`src/rtl/bridge_arbiter_if.sv`:
```
// Bus bundle between the two requesters, the arbiter and the External Bridge.
interface bridge_arbiter_if #(
    parameter int unsigned ADDR_BITS = 26,
    parameter int unsigned DATA_BITS = 128
);
    localparam int unsigned BE_BITS = DATA_BITS / 8;

    // Requester 0 (line buffer prefetch, priority)
    logic [ADDR_BITS-1:0] m0_address;
    logic [BE_BITS-1:0]   m0_byte_enable;
    logic                 m0_read;
    logic                 m0_write;
    logic [DATA_BITS-1:0] m0_write_data;
    logic [DATA_BITS-1:0] m0_read_data;
    logic                 m0_acknowledge;

    // Requester 1 (frame writer / blitter)
    logic [ADDR_BITS-1:0] m1_address;
    logic [BE_BITS-1:0]   m1_byte_enable;
    logic                 m1_read;
    logic                 m1_write;
    logic [DATA_BITS-1:0] m1_write_data;
    logic [DATA_BITS-1:0] m1_read_data;
    logic                 m1_acknowledge;

    // Bridge side
    logic [ADDR_BITS-1:0] interface_address;
    logic [BE_BITS-1:0]   interface_byte_enable;
    logic                 interface_read;
    logic                 interface_write;
    logic [DATA_BITS-1:0] interface_write_data;
    logic [DATA_BITS-1:0] interface_read_data;
    logic                 interface_acknowledge;

    // Arbiter view: serves the requesters, masters the bridge.
    modport master (
        input  m0_address, m0_byte_enable, m0_read, m0_write, m0_write_data,
        output m0_read_data, m0_acknowledge,
        input  m1_address, m1_byte_enable, m1_read, m1_write, m1_write_data,
        output m1_read_data, m1_acknowledge,
        output interface_address, interface_byte_enable, interface_read,
        output interface_write, interface_write_data,
        input  interface_read_data, interface_acknowledge
    );

    // Environment view: requesters plus bridge.
    modport slave (
        output m0_address, m0_byte_enable, m0_read, m0_write, m0_write_data,
        input  m0_read_data, m0_acknowledge,
        output m1_address, m1_byte_enable, m1_read, m1_write, m1_write_data,
        input  m1_read_data, m1_acknowledge,
        input  interface_address, interface_byte_enable, interface_read,
        input  interface_write, interface_write_data,
        output interface_read_data, interface_acknowledge
    );
endinterface

```
`src/rtl/bridge_arbiter.sv`:
```
// Two-port priority arbiter in front of the External Bridge, with starvation
// guard for port 1, grant timeout and a sticky timeout error flag.
module bridge_arbiter #(
    parameter int unsigned ADDR_BITS      = 26,
    parameter int unsigned DATA_BITS      = 128,
    parameter int unsigned STARVE_LIMIT   = 8,
    parameter int unsigned TIMEOUT_CYCLES = 1024
) (
    input  logic             clk,
    input  logic             reset_n,
    bridge_arbiter_if.master bus,
    output logic             timeout_error,
    input  logic             timeout_clear
);
    localparam int unsigned BE_BITS = DATA_BITS / 8;
    localparam int unsigned SW = (STARVE_LIMIT > 0) ? $clog2(STARVE_LIMIT + 1) : 1;
    localparam int unsigned TW = (TIMEOUT_CYCLES > 1) ? $clog2(TIMEOUT_CYCLES) : 1;

    typedef enum logic [1:0] {IDLE, GRANT0, GRANT1} state_t;

    state_t               state;
    state_t               state_nxt;
    logic                 req0;
    logic                 req1;
    logic                 grant0;
    logic                 grant1;
    logic                 done;
    logic                 timeout_hit;
    logic [SW-1:0]        starve_cnt;
    logic [TW-1:0]        tmo_cnt;
    logic [ADDR_BITS-1:0] addr_q;
    logic [BE_BITS-1:0]   be_q;
    logic [DATA_BITS-1:0] wdata_q;
    logic                 rd_q;
    logic                 wr_q;

    assign req0 = bus.m0_read | bus.m0_write;
    assign req1 = bus.m1_read | bus.m1_write;

    // Timeout fires only when the last allowed cycle passes without an acknowledge.
    assign timeout_hit = (state != IDLE) && (tmo_cnt == TW'(TIMEOUT_CYCLES - 1))
                         && !bus.interface_acknowledge;
    assign done = bus.interface_acknowledge | timeout_hit;

    assign bus.interface_address     = addr_q;
    assign bus.interface_byte_enable = be_q;
    assign bus.interface_write_data  = wdata_q;
    assign bus.interface_read        = rd_q;
    assign bus.interface_write       = wr_q;

    // State register.
    always_ff @(posedge clk or negedge reset_n) begin
        if (!reset_n) state <= IDLE;
        else          state <= state_nxt;
    end

    // Arbitration, next state and zero-latency completion strobes.
    always_comb begin
        state_nxt          = state;
        grant0             = 1'b0;
        grant1             = 1'b0;
        bus.m0_acknowledge = 1'b0;
        bus.m1_acknowledge = 1'b0;
        bus.m0_read_data   = '0;
        bus.m1_read_data   = '0;
        case (state)
            IDLE: begin
                if (req0 && (!req1 || (starve_cnt < SW'(STARVE_LIMIT)))) begin
                    state_nxt = GRANT0;
                    grant0    = 1'b1;
                end else if (req1) begin
                    state_nxt = GRANT1;
                    grant1    = 1'b1;
                end
            end
            GRANT0: begin
                bus.m0_acknowledge = done;
                if (bus.interface_acknowledge) bus.m0_read_data = bus.interface_read_data;
                if (done) state_nxt = IDLE;
            end
            GRANT1: begin
                bus.m1_acknowledge = done;
                if (bus.interface_acknowledge) bus.m1_read_data = bus.interface_read_data;
                if (done) state_nxt = IDLE;
            end
            default: state_nxt = IDLE;
        endcase
    end

    // Bridge request registers: load on grant, drop strobes on completion/abort.
    always_ff @(posedge clk or negedge reset_n) begin
        if (!reset_n) begin
            addr_q  <= '0;
            be_q    <= '0;
            wdata_q <= '0;
            rd_q    <= 1'b0;
            wr_q    <= 1'b0;
        end else if (grant0) begin
            addr_q  <= bus.m0_address;
            be_q    <= bus.m0_byte_enable;
            wdata_q <= bus.m0_write_data;
            rd_q    <= bus.m0_read & ~bus.m0_write;
            wr_q    <= bus.m0_write;
        end else if (grant1) begin
            addr_q  <= bus.m1_address;
            be_q    <= bus.m1_byte_enable;
            wdata_q <= bus.m1_write_data;
            rd_q    <= bus.m1_read & ~bus.m1_write;
            wr_q    <= bus.m1_write;
        end else if ((state != IDLE) && done) begin
            rd_q    <= 1'b0;
            wr_q    <= 1'b0;
        end
    end

    // Starvation counter: consecutive port-0 wins while port 1 is waiting.
    always_ff @(posedge clk or negedge reset_n) begin
        if (!reset_n) begin
            starve_cnt <= '0;
        end else if (grant1 || ((state == IDLE) && !req1)) begin
            starve_cnt <= '0;
        end else if (grant0 && (starve_cnt != SW'(STARVE_LIMIT))) begin
            starve_cnt <= starve_cnt + SW'(1);
        end
    end

    // Grant-cycle counter for the timeout.
    always_ff @(posedge clk or negedge reset_n) begin
        if (!reset_n)              tmo_cnt <= '0;
        else if (grant0 || grant1) tmo_cnt <= '0;
        else if (state != IDLE)    tmo_cnt <= tmo_cnt + TW'(1);
    end

    // Sticky error: a new abort beats a simultaneous clear.
    always_ff @(posedge clk or negedge reset_n) begin
        if (!reset_n)         timeout_error <= 1'b0;
        else if (timeout_hit) timeout_error <= 1'b1;
        else if (timeout_clear) timeout_error <= 1'b0;
    end
endmodule
```
`src/flat_wrapper.sv`:
```
// flat-port wrapper written by rule: the top's interface ports become plain ports
module bridge_arbiter_flat 
#(
    parameter int unsigned ADDR_BITS      = 26,
    parameter int unsigned DATA_BITS      = 128,
    parameter int unsigned STARVE_LIMIT   = 8,
    parameter int unsigned TIMEOUT_CYCLES = 1024
)
  (clk, reset_n, timeout_error, timeout_clear, bus_m0_address, bus_m0_byte_enable, bus_m0_read, bus_m0_write, bus_m0_write_data, bus_m0_read_data, bus_m0_acknowledge, bus_m1_address, bus_m1_byte_enable, bus_m1_read, bus_m1_write, bus_m1_write_data, bus_m1_read_data, bus_m1_acknowledge, bus_interface_address, bus_interface_byte_enable, bus_interface_read, bus_interface_write, bus_interface_write_data, bus_interface_read_data, bus_interface_acknowledge);
  bridge_arbiter_if #(.ADDR_BITS(ADDR_BITS), .DATA_BITS(DATA_BITS)) bus_i ();
  input  logic clk;
  input  logic reset_n;
  output logic timeout_error;
  input  logic timeout_clear;
  input wire logic [$bits(bus_i.m0_address)-1:0] bus_m0_address;
  input wire logic [$bits(bus_i.m0_byte_enable)-1:0] bus_m0_byte_enable;
  input wire logic [$bits(bus_i.m0_read)-1:0] bus_m0_read;
  input wire logic [$bits(bus_i.m0_write)-1:0] bus_m0_write;
  input wire logic [$bits(bus_i.m0_write_data)-1:0] bus_m0_write_data;
  output wire logic [$bits(bus_i.m0_read_data)-1:0] bus_m0_read_data;
  output wire logic [$bits(bus_i.m0_acknowledge)-1:0] bus_m0_acknowledge;
  input wire logic [$bits(bus_i.m1_address)-1:0] bus_m1_address;
  input wire logic [$bits(bus_i.m1_byte_enable)-1:0] bus_m1_byte_enable;
  input wire logic [$bits(bus_i.m1_read)-1:0] bus_m1_read;
  input wire logic [$bits(bus_i.m1_write)-1:0] bus_m1_write;
  input wire logic [$bits(bus_i.m1_write_data)-1:0] bus_m1_write_data;
  output wire logic [$bits(bus_i.m1_read_data)-1:0] bus_m1_read_data;
  output wire logic [$bits(bus_i.m1_acknowledge)-1:0] bus_m1_acknowledge;
  output wire logic [$bits(bus_i.interface_address)-1:0] bus_interface_address;
  output wire logic [$bits(bus_i.interface_byte_enable)-1:0] bus_interface_byte_enable;
  output wire logic [$bits(bus_i.interface_read)-1:0] bus_interface_read;
  output wire logic [$bits(bus_i.interface_write)-1:0] bus_interface_write;
  output wire logic [$bits(bus_i.interface_write_data)-1:0] bus_interface_write_data;
  input wire logic [$bits(bus_i.interface_read_data)-1:0] bus_interface_read_data;
  input wire logic [$bits(bus_i.interface_acknowledge)-1:0] bus_interface_acknowledge;
  assign bus_i.m0_address = bus_m0_address;
  assign bus_i.m0_byte_enable = bus_m0_byte_enable;
  assign bus_i.m0_read = bus_m0_read;
  assign bus_i.m0_write = bus_m0_write;
  assign bus_i.m0_write_data = bus_m0_write_data;
  assign bus_m0_read_data = bus_i.m0_read_data;
  assign bus_m0_acknowledge = bus_i.m0_acknowledge;
  assign bus_i.m1_address = bus_m1_address;
  assign bus_i.m1_byte_enable = bus_m1_byte_enable;
  assign bus_i.m1_read = bus_m1_read;
  assign bus_i.m1_write = bus_m1_write;
  assign bus_i.m1_write_data = bus_m1_write_data;
  assign bus_m1_read_data = bus_i.m1_read_data;
  assign bus_m1_acknowledge = bus_i.m1_acknowledge;
  assign bus_interface_address = bus_i.interface_address;
  assign bus_interface_byte_enable = bus_i.interface_byte_enable;
  assign bus_interface_read = bus_i.interface_read;
  assign bus_interface_write = bus_i.interface_write;
  assign bus_interface_write_data = bus_i.interface_write_data;
  assign bus_i.interface_read_data = bus_interface_read_data;
  assign bus_i.interface_acknowledge = bus_interface_acknowledge;
  bridge_arbiter #(.ADDR_BITS(ADDR_BITS), .DATA_BITS(DATA_BITS), .STARVE_LIMIT(STARVE_LIMIT), .TIMEOUT_CYCLES(TIMEOUT_CYCLES)) u_core (.clk(clk), .reset_n(reset_n), .bus(bus_i), .timeout_error(timeout_error), .timeout_clear(timeout_clear));
endmodule
```
`config.mk`:
```
export PLATFORM = sky130hd
export DESIGN_NAME = bridge_arbiter_flat
export DESIGN_NICKNAME = d
export VERILOG_FILES = /design/src/rtl/bridge_arbiter_if.sv /design/src/rtl/bridge_arbiter.sv /design/src/flat_wrapper.sv
export SDC_FILE = /design/constraint.sdc
export NUM_CORES = 1
export LEC_CHECK = 0
export BUFFER_PORTS_ARGS = -buffer_cell sky130_fd_sc_hd__buf_2
export CAP_MARGIN = 30
export CORE_AREA = 5 5 352 354
export DETAILED_ROUTE_END_ITERATION = 12
export DIE_AREA = 0 0 357 359
export PLACE_DENSITY = 0.36
export SYNTH_ARGS = -nofsm -noshare
export SYNTH_HDL_FRONTEND = slang
export SYNTH_SLANG_ARGS = --single-unit
```
`constraint.sdc`:
```
create_clock -name clk -period 2.6 [get_ports clk]
set_input_delay 0.78 -clock clk [delete_from_list [all_inputs] [get_ports clk]]
set_output_delay 0.78 -clock clk [all_outputs]
set_load 0.01 [all_outputs]
```
; Word-level counts from Yosys, hierarchy flattened
; Index checks and enable logic that the tools add are counted.
; Widths: inputs -> output; s select.
[classes]
bitwise = 7
mux = 31
eq_ne = 6
add_sub_neg = 2
n_reduce_logical = 20
magnitude_cmp = 1
[op_table]
columns = operator, n
row1 = $mux 128, 5
row2 = $mux 26, 2
row3 = $mux 16, 2
row4 = $mux 10, 2
row5 = $mux 1, 14
row6 = $add 10x1->10 const B, 1
row7 = $eq 10x10->1 const B, 1
row8 = $reduce_bool 2->1, 5
row9 = $mux 4, 2
row10 = $logic_and 1x1->1, 6
row11 = $mux 2, 3
row12 = $add 4x1->4 const B, 1
row13 = $lt 4x4->1 const B, 1
row14 = $ne 4x4->1 const B, 1
row15 = $pmux 2 s2, 1
row16 = $logic_or 1x1->1, 3
row17 = $ne 3x1->1 const B, 1
row18 = $or 1x1->1, 3
row19 = $reduce_bool 3->1, 1
row20 = $and 1x1->1, 2
row21 = $eq 2x1->1 const B, 1
row22 = $eq 2x2->1 const B, 1
row23 = $logic_not 1->1, 2
row24 = $logic_not 2->1, 1
row25 = other kinds (4), 5
[word_totals]
register_bits = 189
out_inout_bits = 431
elab_cells = 76
input_bits = 476

; Logic depth before layout (Yosys ltp)
; Gate-level depths: netlist of the first run.
[logic_depth]
word_depth = 9
ltp_mapped = 9
ltp_nobuf = 6

; Least setup slack after synthesis of the first run
; No wires, ideal clock.
[synth_timing]
path_kind = input to output
from = in bus_interface_acknowledge
to = out bus_m0_read_data[117]
n_path_buf = 2
arrival_time_ns = 1.455
required_ns = 1.820
cell_stages = 3
setup_slack_ns = 0.365
path_cell_list = clkbuf_1 clkbuf_1 and3_1
[synth_between]
elab_chain_cells = 2
[synth_lines]
columns = item, line_no
row1 = from (decl), flat_wrapper.sv:35  ; input wire logic [$bits(bus_i.interface_acknowledge)-1:0] bus_interface_acknowledge;
row2 = $mux 128, bridge_arbiter.sv:78  ; if (bus.interface_acknowledge) bus.m0_read_data = bus.interface_read_data;
row3 = $mux 128, bridge_arbiter.sv:66  ; case (state)
row4 = to (decl), flat_wrapper.sv:20  ; output wire logic [$bits(bus_i.m0_read_data)-1:0] bus_m0_read_data;
; No other way between the ends.

; Worst setup path after layout of the first run
[layout_timing]
from = reg u_core.state[1]
to = out bus_m0_acknowledge
[layout_between]
elab_chain_cells = 5
elab_cells_between_ends = 6
classes_between = 1 x eq/ne / 1 x mux / 1 x bitwise / 3 x reduce/logical
[layout_lines]
columns = item, line_no
row1 = from (decl), bridge_arbiter.sv:21  ; state_t state;
row2 = from (signal assigned), bridge_arbiter.sv:54  ; else state <= state_nxt;
row3 = $reduce_bool 2->1, bridge_arbiter.sv:41  ; assign timeout_hit = (state != IDLE) && (tmo_cnt == TW'(TIMEOUT_CYCLES - 1))
row4 = $logic_and 1x1->1, bridge_arbiter.sv:41
row5 = $logic_and 1x1->1, bridge_arbiter.sv:42  ; && !bus.interface_acknowledge;
row6 = $or 1x1->1, bridge_arbiter.sv:43  ; assign done = bus.interface_acknowledge | timeout_hit;
row7 = $mux 1 (*), bridge_arbiter.sv:66
row8 = to (decl), flat_wrapper.sv:21  ; output wire logic [$bits(bus_i.m0_acknowledge)-1:0] bus_m0_acknowledge;
; Mark *: on every way between the ends. The rest lies on a longest branch, timed or not.

==> results of run 1 <==
flip-flops by register name, indices dropped and copies added, names as in the netlist:
register and flops:
u_core.bus.interface_write_data 128, u_core.bus.interface_address 26, u_core.bus.interface_byte_enable 16, u_core.tmo_cnt 10, u_core.starve_cnt 4, u_core.state 2
u_core.bus.interface_read 1, u_core.bus.interface_write 1, u_core.timeout_error 1
synthesized netlist by cell type, types with 2 or more instances:
cell and number:
xnor2_1 5, and4_1 2, nand3_1 5, and3_1 258, a211oi_1 2, buf_2 19
buf_12 11, dfrtp_1 189, o21ai_2 100, nand2b_1 2, buf_6 8, nand2_1 80
inv_1 9, clkbuf_1 85, nand2_2 100, nor2_1 10, nor2b_1 2, mux2i_1 3
o21ai_0 75, buf_4 11, o22ai_1 171, ha_1 6, a21oi_1 7
routing by layer:
layer  vias up  wire [um]
met5         -         48
met4         8       1093
met3        60       9491
met2       743      37850
met1      6257      37310
li1       6246          -
final timing paths:
check                                                         start                              endpoint  slack [ns]  cells past startpoint
worst max-delay path                                u_core.state[1]                    bus_m0_acknowledge       -0.22                      7
worst min-delay path                                        reset_n  u_core.bus.interface_byte_enable[10]        0.23                      1
worst max register to register                      u_core.state[1]   u_core.bus.interface_write_data[97]        0.53                      9
worst min register to register  u_core.bus.interface_write_data[95]   u_core.bus.interface_write_data[95]        0.48                      2
max in group asynchronous                                   reset_n   u_core.bus.interface_write_data[97]        1.70                      2
min in group clk                                      timeout_clear                  u_core.timeout_error        0.44                      2
area by class of cell:
class,instances,share of cell area (%)
Antenna cell,13,0.1597
Clock buffer,17,2.089
Clock inverter,15,1.020
Inverter,9,0.1659
Multi-Input combinational cell,848,28.48
Sequential cell,189,23.22
Tap cell,1625,9.984
Timing Repair Buffer,1045,34.87
power groups by stage:
stage / Clock (mW) / Sequential [mW] / Combinational, mW
6_report: 2.99 / 5.21 / 13.1
5_1_grt: 3.29 / 5.40 / 14.2
4_1_cts: 3.25 / 5.24 / 12.9
3_5_place_dp: 0 / 5.28 / 11.1
3_3_place_gp: 0 / 5.24 / 11.1
2_1_floorplan: 0 / 5.78 / 5.97
repair_timing:
item                       4_1_cts  5_1_grt
gates cloned                    18        3
buffers inserted                23       13
hold buffers                     0        0
resized for setup              227       48
setup endpoints to repair      252      258
pin swaps                        4        3
logic make-up (layout without fill, tap and decap cells):
logic type / count (synthesis) / after routing / synth area share, %
AO/OA/AOI/OAI: 366 / 366 / 22.57
XOR/XNOR: 5 / 5 / 0.4014
adder cells (fa/ha/maj): 6 / 6 / 0.6881
buffers and inverters: 144 / 1086 / 7.741
flip-flops: 189 / 189 / 43.35
multiplexers: 4 / 4 / 0.3784
other: 0 / 13 / 0
AND/OR/NAND/NOR: 467 / 467 / 24.87
==> metrics.csv, run 1 <==
metric,value,unit
Final setup violation count,238,
Util after Layout,16.86,%
Synth Cell Area,10910,um2
die outline area,128200,um2
Tot Pwr,21.30,mW
synth unique cells,44,
Setup WS post-layout,-0.2183,ns
startpoint types,flop,
switching power,9.822,mW
final hold vios,0,
Fin Setup TNS,-27.64,ns
DRT antenna net count,0,
switching share of power,46.10,%
crit-path cells,"inv_2, ha_4, and3b_2, a31oi_4, buf_6, nor2b_4, buf_6",
Synth area leader,dfrtp_1,
post-synthesis async set-or-reset flop share,100.0,%
Buf/Inv on CP,3,
I/O pin total,907,
design area,20360,um2
max_cap viols,0,
Syn Area/Cell,9.238,um2
Yosys Warn Count,0,
Starting Density,9.035,%
CTS H-Tree Depth,4,
Post-Syn Nets,1663,
M2 GR Usage,19.56,%
worst skew pair latency,0.52,ns
GRT Overall Usage,12.65,%
fmax,354.8,MHz
gr ovfl total,0,
worst path arrival time,2.04,ns
largest net degree at the start of global routing,132,
routing usage on met1,17.06,%
post-layout minimum cycle time,2.818,ns
final std cells w/o fill,3761,
"Most Used Layer, Global Route",met2,
synth-to-layout area growth,86.65,%
WHS,0.2349,ns
Worst-path clk slew,0.09,ns
largest fanout on the critical path,3,
most frequent cells in the layout,"buf_2 (802), dfrtp_1 (189), and3_1 (184)",
Critical Path RT,1.82,ns
largest stage delay on the critical path,0.37,ns
Num CTS Buffers,17,
drt via density,3.540,
status,finished with violations,
Reg power frac,24.4,%
die height,359,um
"FF+latch count, synth",189,
cells after synthesis,1181,
Peak VDD IR,0.0005538,V
Iteration-0 DRC Markers,947,
DPL Wire Length,69.85,mm
first-pass GRT wire length,112.8,mm
number of clock sinks,189,
Pint,11.48,mW
"EDFF count, synth",0,
leakage,10.31,nW
Post-DP Area,17600,um2
Tightest Pin Transition,0.5308,ns
Synth area leaders,"dfrtp_1 (43%), and3_1 (15%), o22ai_1 (9.8%), o21ai_2 (8.0%), nand2_2 (5.7%)",
min-delay worst type,input pin to async pin,
Slew Limit Headroom,64.61,%
via count,13314,
crit share post-route,108.4,%
multi-input combinational cell area,5801,um2
Synth top area share,43.35,%
M3 GR Usage,4.469,%
FILL cells,13810,
Cells after DPL,3659,
# rows,128,
clk_skew,0.02534,ns
Slew Limit Fails,0,
"Top FF cell, synth",dfrtp_1,
Die X,357,um
"most common cell after layout, fill and taps aside",buf_2,
Comb power frac,61.5,%
RSZ-0062 raised after global routing,true,
cell family with most CP delay,simple AND/OR/NAND/NOR gates,
crit path kind,flop to output port,
Reg area,4730,um2
failing checks,setup timing,
total core area,120800,um2
initial antenna violation count,35,
CP max stage cell,dfrtp_1,
NumNets Final,2592,
Final GP Congestion,0.9227,
Crit. End Element,output port,
clock share of power,14.0,%
CTS root buf,clkbuf_16,
layout cells sized above 1,64.34,%
DP Worst Slack,-0.3013,ns
Pre-Repair DR Iteration Count,5,
maximum buffer depth of the clock tree,2,
# port buffers,906,
sequential cell area fraction in the yosys report,43.35,%
DRT Wirelength,85.79,mm
CTS tree,built,
cell area power density,1046,nW/um2
routed len/inst,22.81,um
DRC Markers,0,
cell with the most instances on the worst path,buf_6,
vias in the first global route,13215,
Note: power is estimated with default switching activity, not from simulation.
==> run 2, diff against run 1 <==
REMOVE_ABC_BUFFERS = 1   (was not set)
==> metrics.csv, run 2 (synthesis gave the netlist of run 1 again) <==
metric,value,unit,change
# port buffers,906,,unchanged
die outline area,128200,um2,unchanged
post-layout minimum cycle time,2.769,ns,was 2.818 ns
Slew Limit Fails,0,,unchanged
total core area,120800,um2,unchanged
design area,21530,um2,was 20360 um2
reg2reg end,u_core.starve_cnt[1],,was u_core.bus.interface_write_data[97]
# rows,128,,unchanged
CTS tree,built,,unchanged
Setup crit end,bus_m0_read_data[112],,was bus_m0_acknowledge
Setup WS post-layout,-0.1692,ns,was -0.2183 ns
I/O pin total,907,,unchanged
Worst-path clk slew,0.09,ns,about the same
crit path from,u_core.state[0],,was u_core.state[1]
hold buffers post-CTS,0,,unchanged
die height,359,um,unchanged
Final setup violation count,201,,was 238
CTS root buf,clkbuf_16,,unchanged
clk_skew,0.02785,ns,was 0.02534 ns
via count,13603,,was 13314
Final GP Congestion,0.8116,,was 0.9227
crit path kind,flop to output port,,unchanged
max_cap viols,0,,unchanged
RSZ-0062 raised after global routing,true,,unchanged
final std cells w/o fill,3758,,was 3761
worst r2r src,u_core.state[1],,unchanged
crit share post-route,106.5,%,was 108.4%
min-delay worst type,input pin to async pin,,unchanged
layout cells sized above 1,68.71,%,was 64.34%
"most common cell after layout, fill and taps aside",buf_2,,unchanged
first-pass GRT wire length,120.3,mm,was 112.8 mm
GRT Overall Usage,13.47,%,was 12.65%
Cells after DPL,3654,,was 3659
Peak VDD IR,0.0004685,V,was 0.0005538 V
startpoint types,flop,,unchanged
Die X,357,um,unchanged
crit-path cells,"ha_4, buf_12, buf_16, clkbuf_16, and3_1, buf_2",,"was inv_2, ha_4, and3b_2, a31oi_4, buf_6, nor2b_4, buf_6"
Crit. End Element,output port,,unchanged
DPL Wire Length,72.06,mm,was 69.85 mm
DRT antenna net count,0,,unchanged
status,finished with violations,,unchanged
Fin Setup TNS,-16.34,ns,was -27.64 ns
maximum buffer depth of the clock tree,2,,unchanged
Reg2Reg Depth,9,,unchanged
CTS H-Tree Depth,4,,unchanged
routed len/inst,24.27,um,was 22.81 um
drt via density,3.620,,was 3.540
fmax,361.1,MHz,was 354.8 MHz
vias in the first global route,13778,,was 13215
gr ovfl total,0,,unchanged
initial antenna violation count,68,,was 35
Iteration-0 DRC Markers,664,,was 947
CP max stage cell,dfrtp_2,,was dfrtp_1
failing checks,setup timing,,unchanged
largest fanout on the critical path,8,,was 3
Post-DP Area,17610,um2,was 17600 um2
FILL cells,13639,,was 13810
final hold vios,0,,unchanged
largest stage delay on the critical path,0.44,ns,was 0.37 ns
number of clock sinks,189,,unchanged
worst skew pair latency,0.52,ns,about the same
Slew Limit Headroom,64.80,%,was 64.61%
leakage,10.25,nW,was 10.31 nW
NumNets Final,2588,,was 2592
Num CTS Buffers,17,,unchanged
most frequent cells in the layout,"buf_2 (725), dfrtp_1 (188), buf_6 (180)",,"was buf_2 (802), dfrtp_1 (189), and3_1 (184)"
synth-to-layout area growth,97.31,%,was 86.65%
DRT Wirelength,91.20,mm,was 85.79 mm
largest net degree at the start of global routing,93,,was 132
Pre-Repair DR Iteration Count,5,,unchanged
Critical Path RT,1.82,ns,about the same
Starting Density,9.035,%,unchanged
R2R Setup Slk,0.49,ns,was 0.53 ns
Tightest Pin Transition,0.5280,ns,was 0.5308 ns
DRC Markers,0,,unchanged
cell area power density,1045,nW/um2,was 1046 nW/um2
max FFs per register,128,,unchanged
worst path arrival time,1.99,ns,was 2.04 ns
run 2: cell types whose count changed in the layout (fill, tap and decap cells not counted), moves of 3 or more:
| cell | change |
|---|---|
| clkinv_8 | -4 |
| inv_12 | -3 |
| clkinv_4 | +3 |
| bufbuf_16 | -6 |
| buf_12 | +5 |
| buf_4 | -22 |
| buf_6 | +75 |
| inv_8 | +5 |
| and3_1 | -98 |
| buf_8 | +3 |
| buf_2 | -77 |
| and3_4 | +98 |
| buf_16 | +17 |
run 2: cell type report:
cell class	count	area, um2	share of cell area [%]
inverter	9	33.78	0.1569
tap	1625	2033	9.445
clock buffer	19	442.9	2.058
timing repair buffer	1041	7850	36.47
sequential	189	4731	21.98
clock inverter	13	140.1	0.6510
antenna	14	35.03	0.1627
multi-input combinational	848	6261	29.08
run 2: routing by layer:
metal / GRT usage, % / vias to the layer above / wire length (um)
met5: 0 / - / 173
met4: 3.133 / 28 / 2119
met3: 4.561 / 146 / 7684
met2: 23.30 / 627 / 44440
met1: 16.07 / 6568 / 36780
li1: - / 6234 / -
run 2: how the worst min path moves through the flow:
stage / slack, ns / endpoint
finish: 0.19 / u_core.bus.interface_write_data[106]
global route: 0.19 / u_core.bus.interface_write_data[106]
CTS: 0.13 / u_core.bus.interface_write_data[106]
detailed placement: 0.46 / u_core.bus.interface_byte_enable[7]
global placement: 0.46 / u_core.bus.interface_write_data[52]
floorplan: 0.45 / u_core.tmo_cnt[8]
run 2: timing repair:
item	in CTS	in global routing
gates resized for setup	242	193
pin swaps	14	13
gates cloned	32	5
endpoints found under the setup margin	258	237
setup buffers	25	5
run 2: power breakdown:
group          internal [mW]  switching (mW)  total (mW)
logic                   6.64            7.78        14.4
clock network           1.31            1.52        2.83
registers               4.32           0.918        5.24
run 2: critical path, delay by kind of cell (launching register included):
family,cells,cell delay (ns)
DFF,1,0.44
and+or+nand+nor,1,0.18
adders and majority gates,1,0.19
buffers and inverters,4,0.62
run 2: metrics by stage:
step	util [%]	hold slack [ns]	setup WS, ns	power (mW)
floorplan	-	0.4522	-8.306	8.454
global placement	14.58	0.4599	0.08141	16.52
detailed placement	14.58	0.4645	0.1246	16.54
CTS	17.00	0.1315	-0.2098	22.46
global route	17.80	0.1891	-0.2494	24.00
finish	17.83	0.1887	-0.1692	22.49
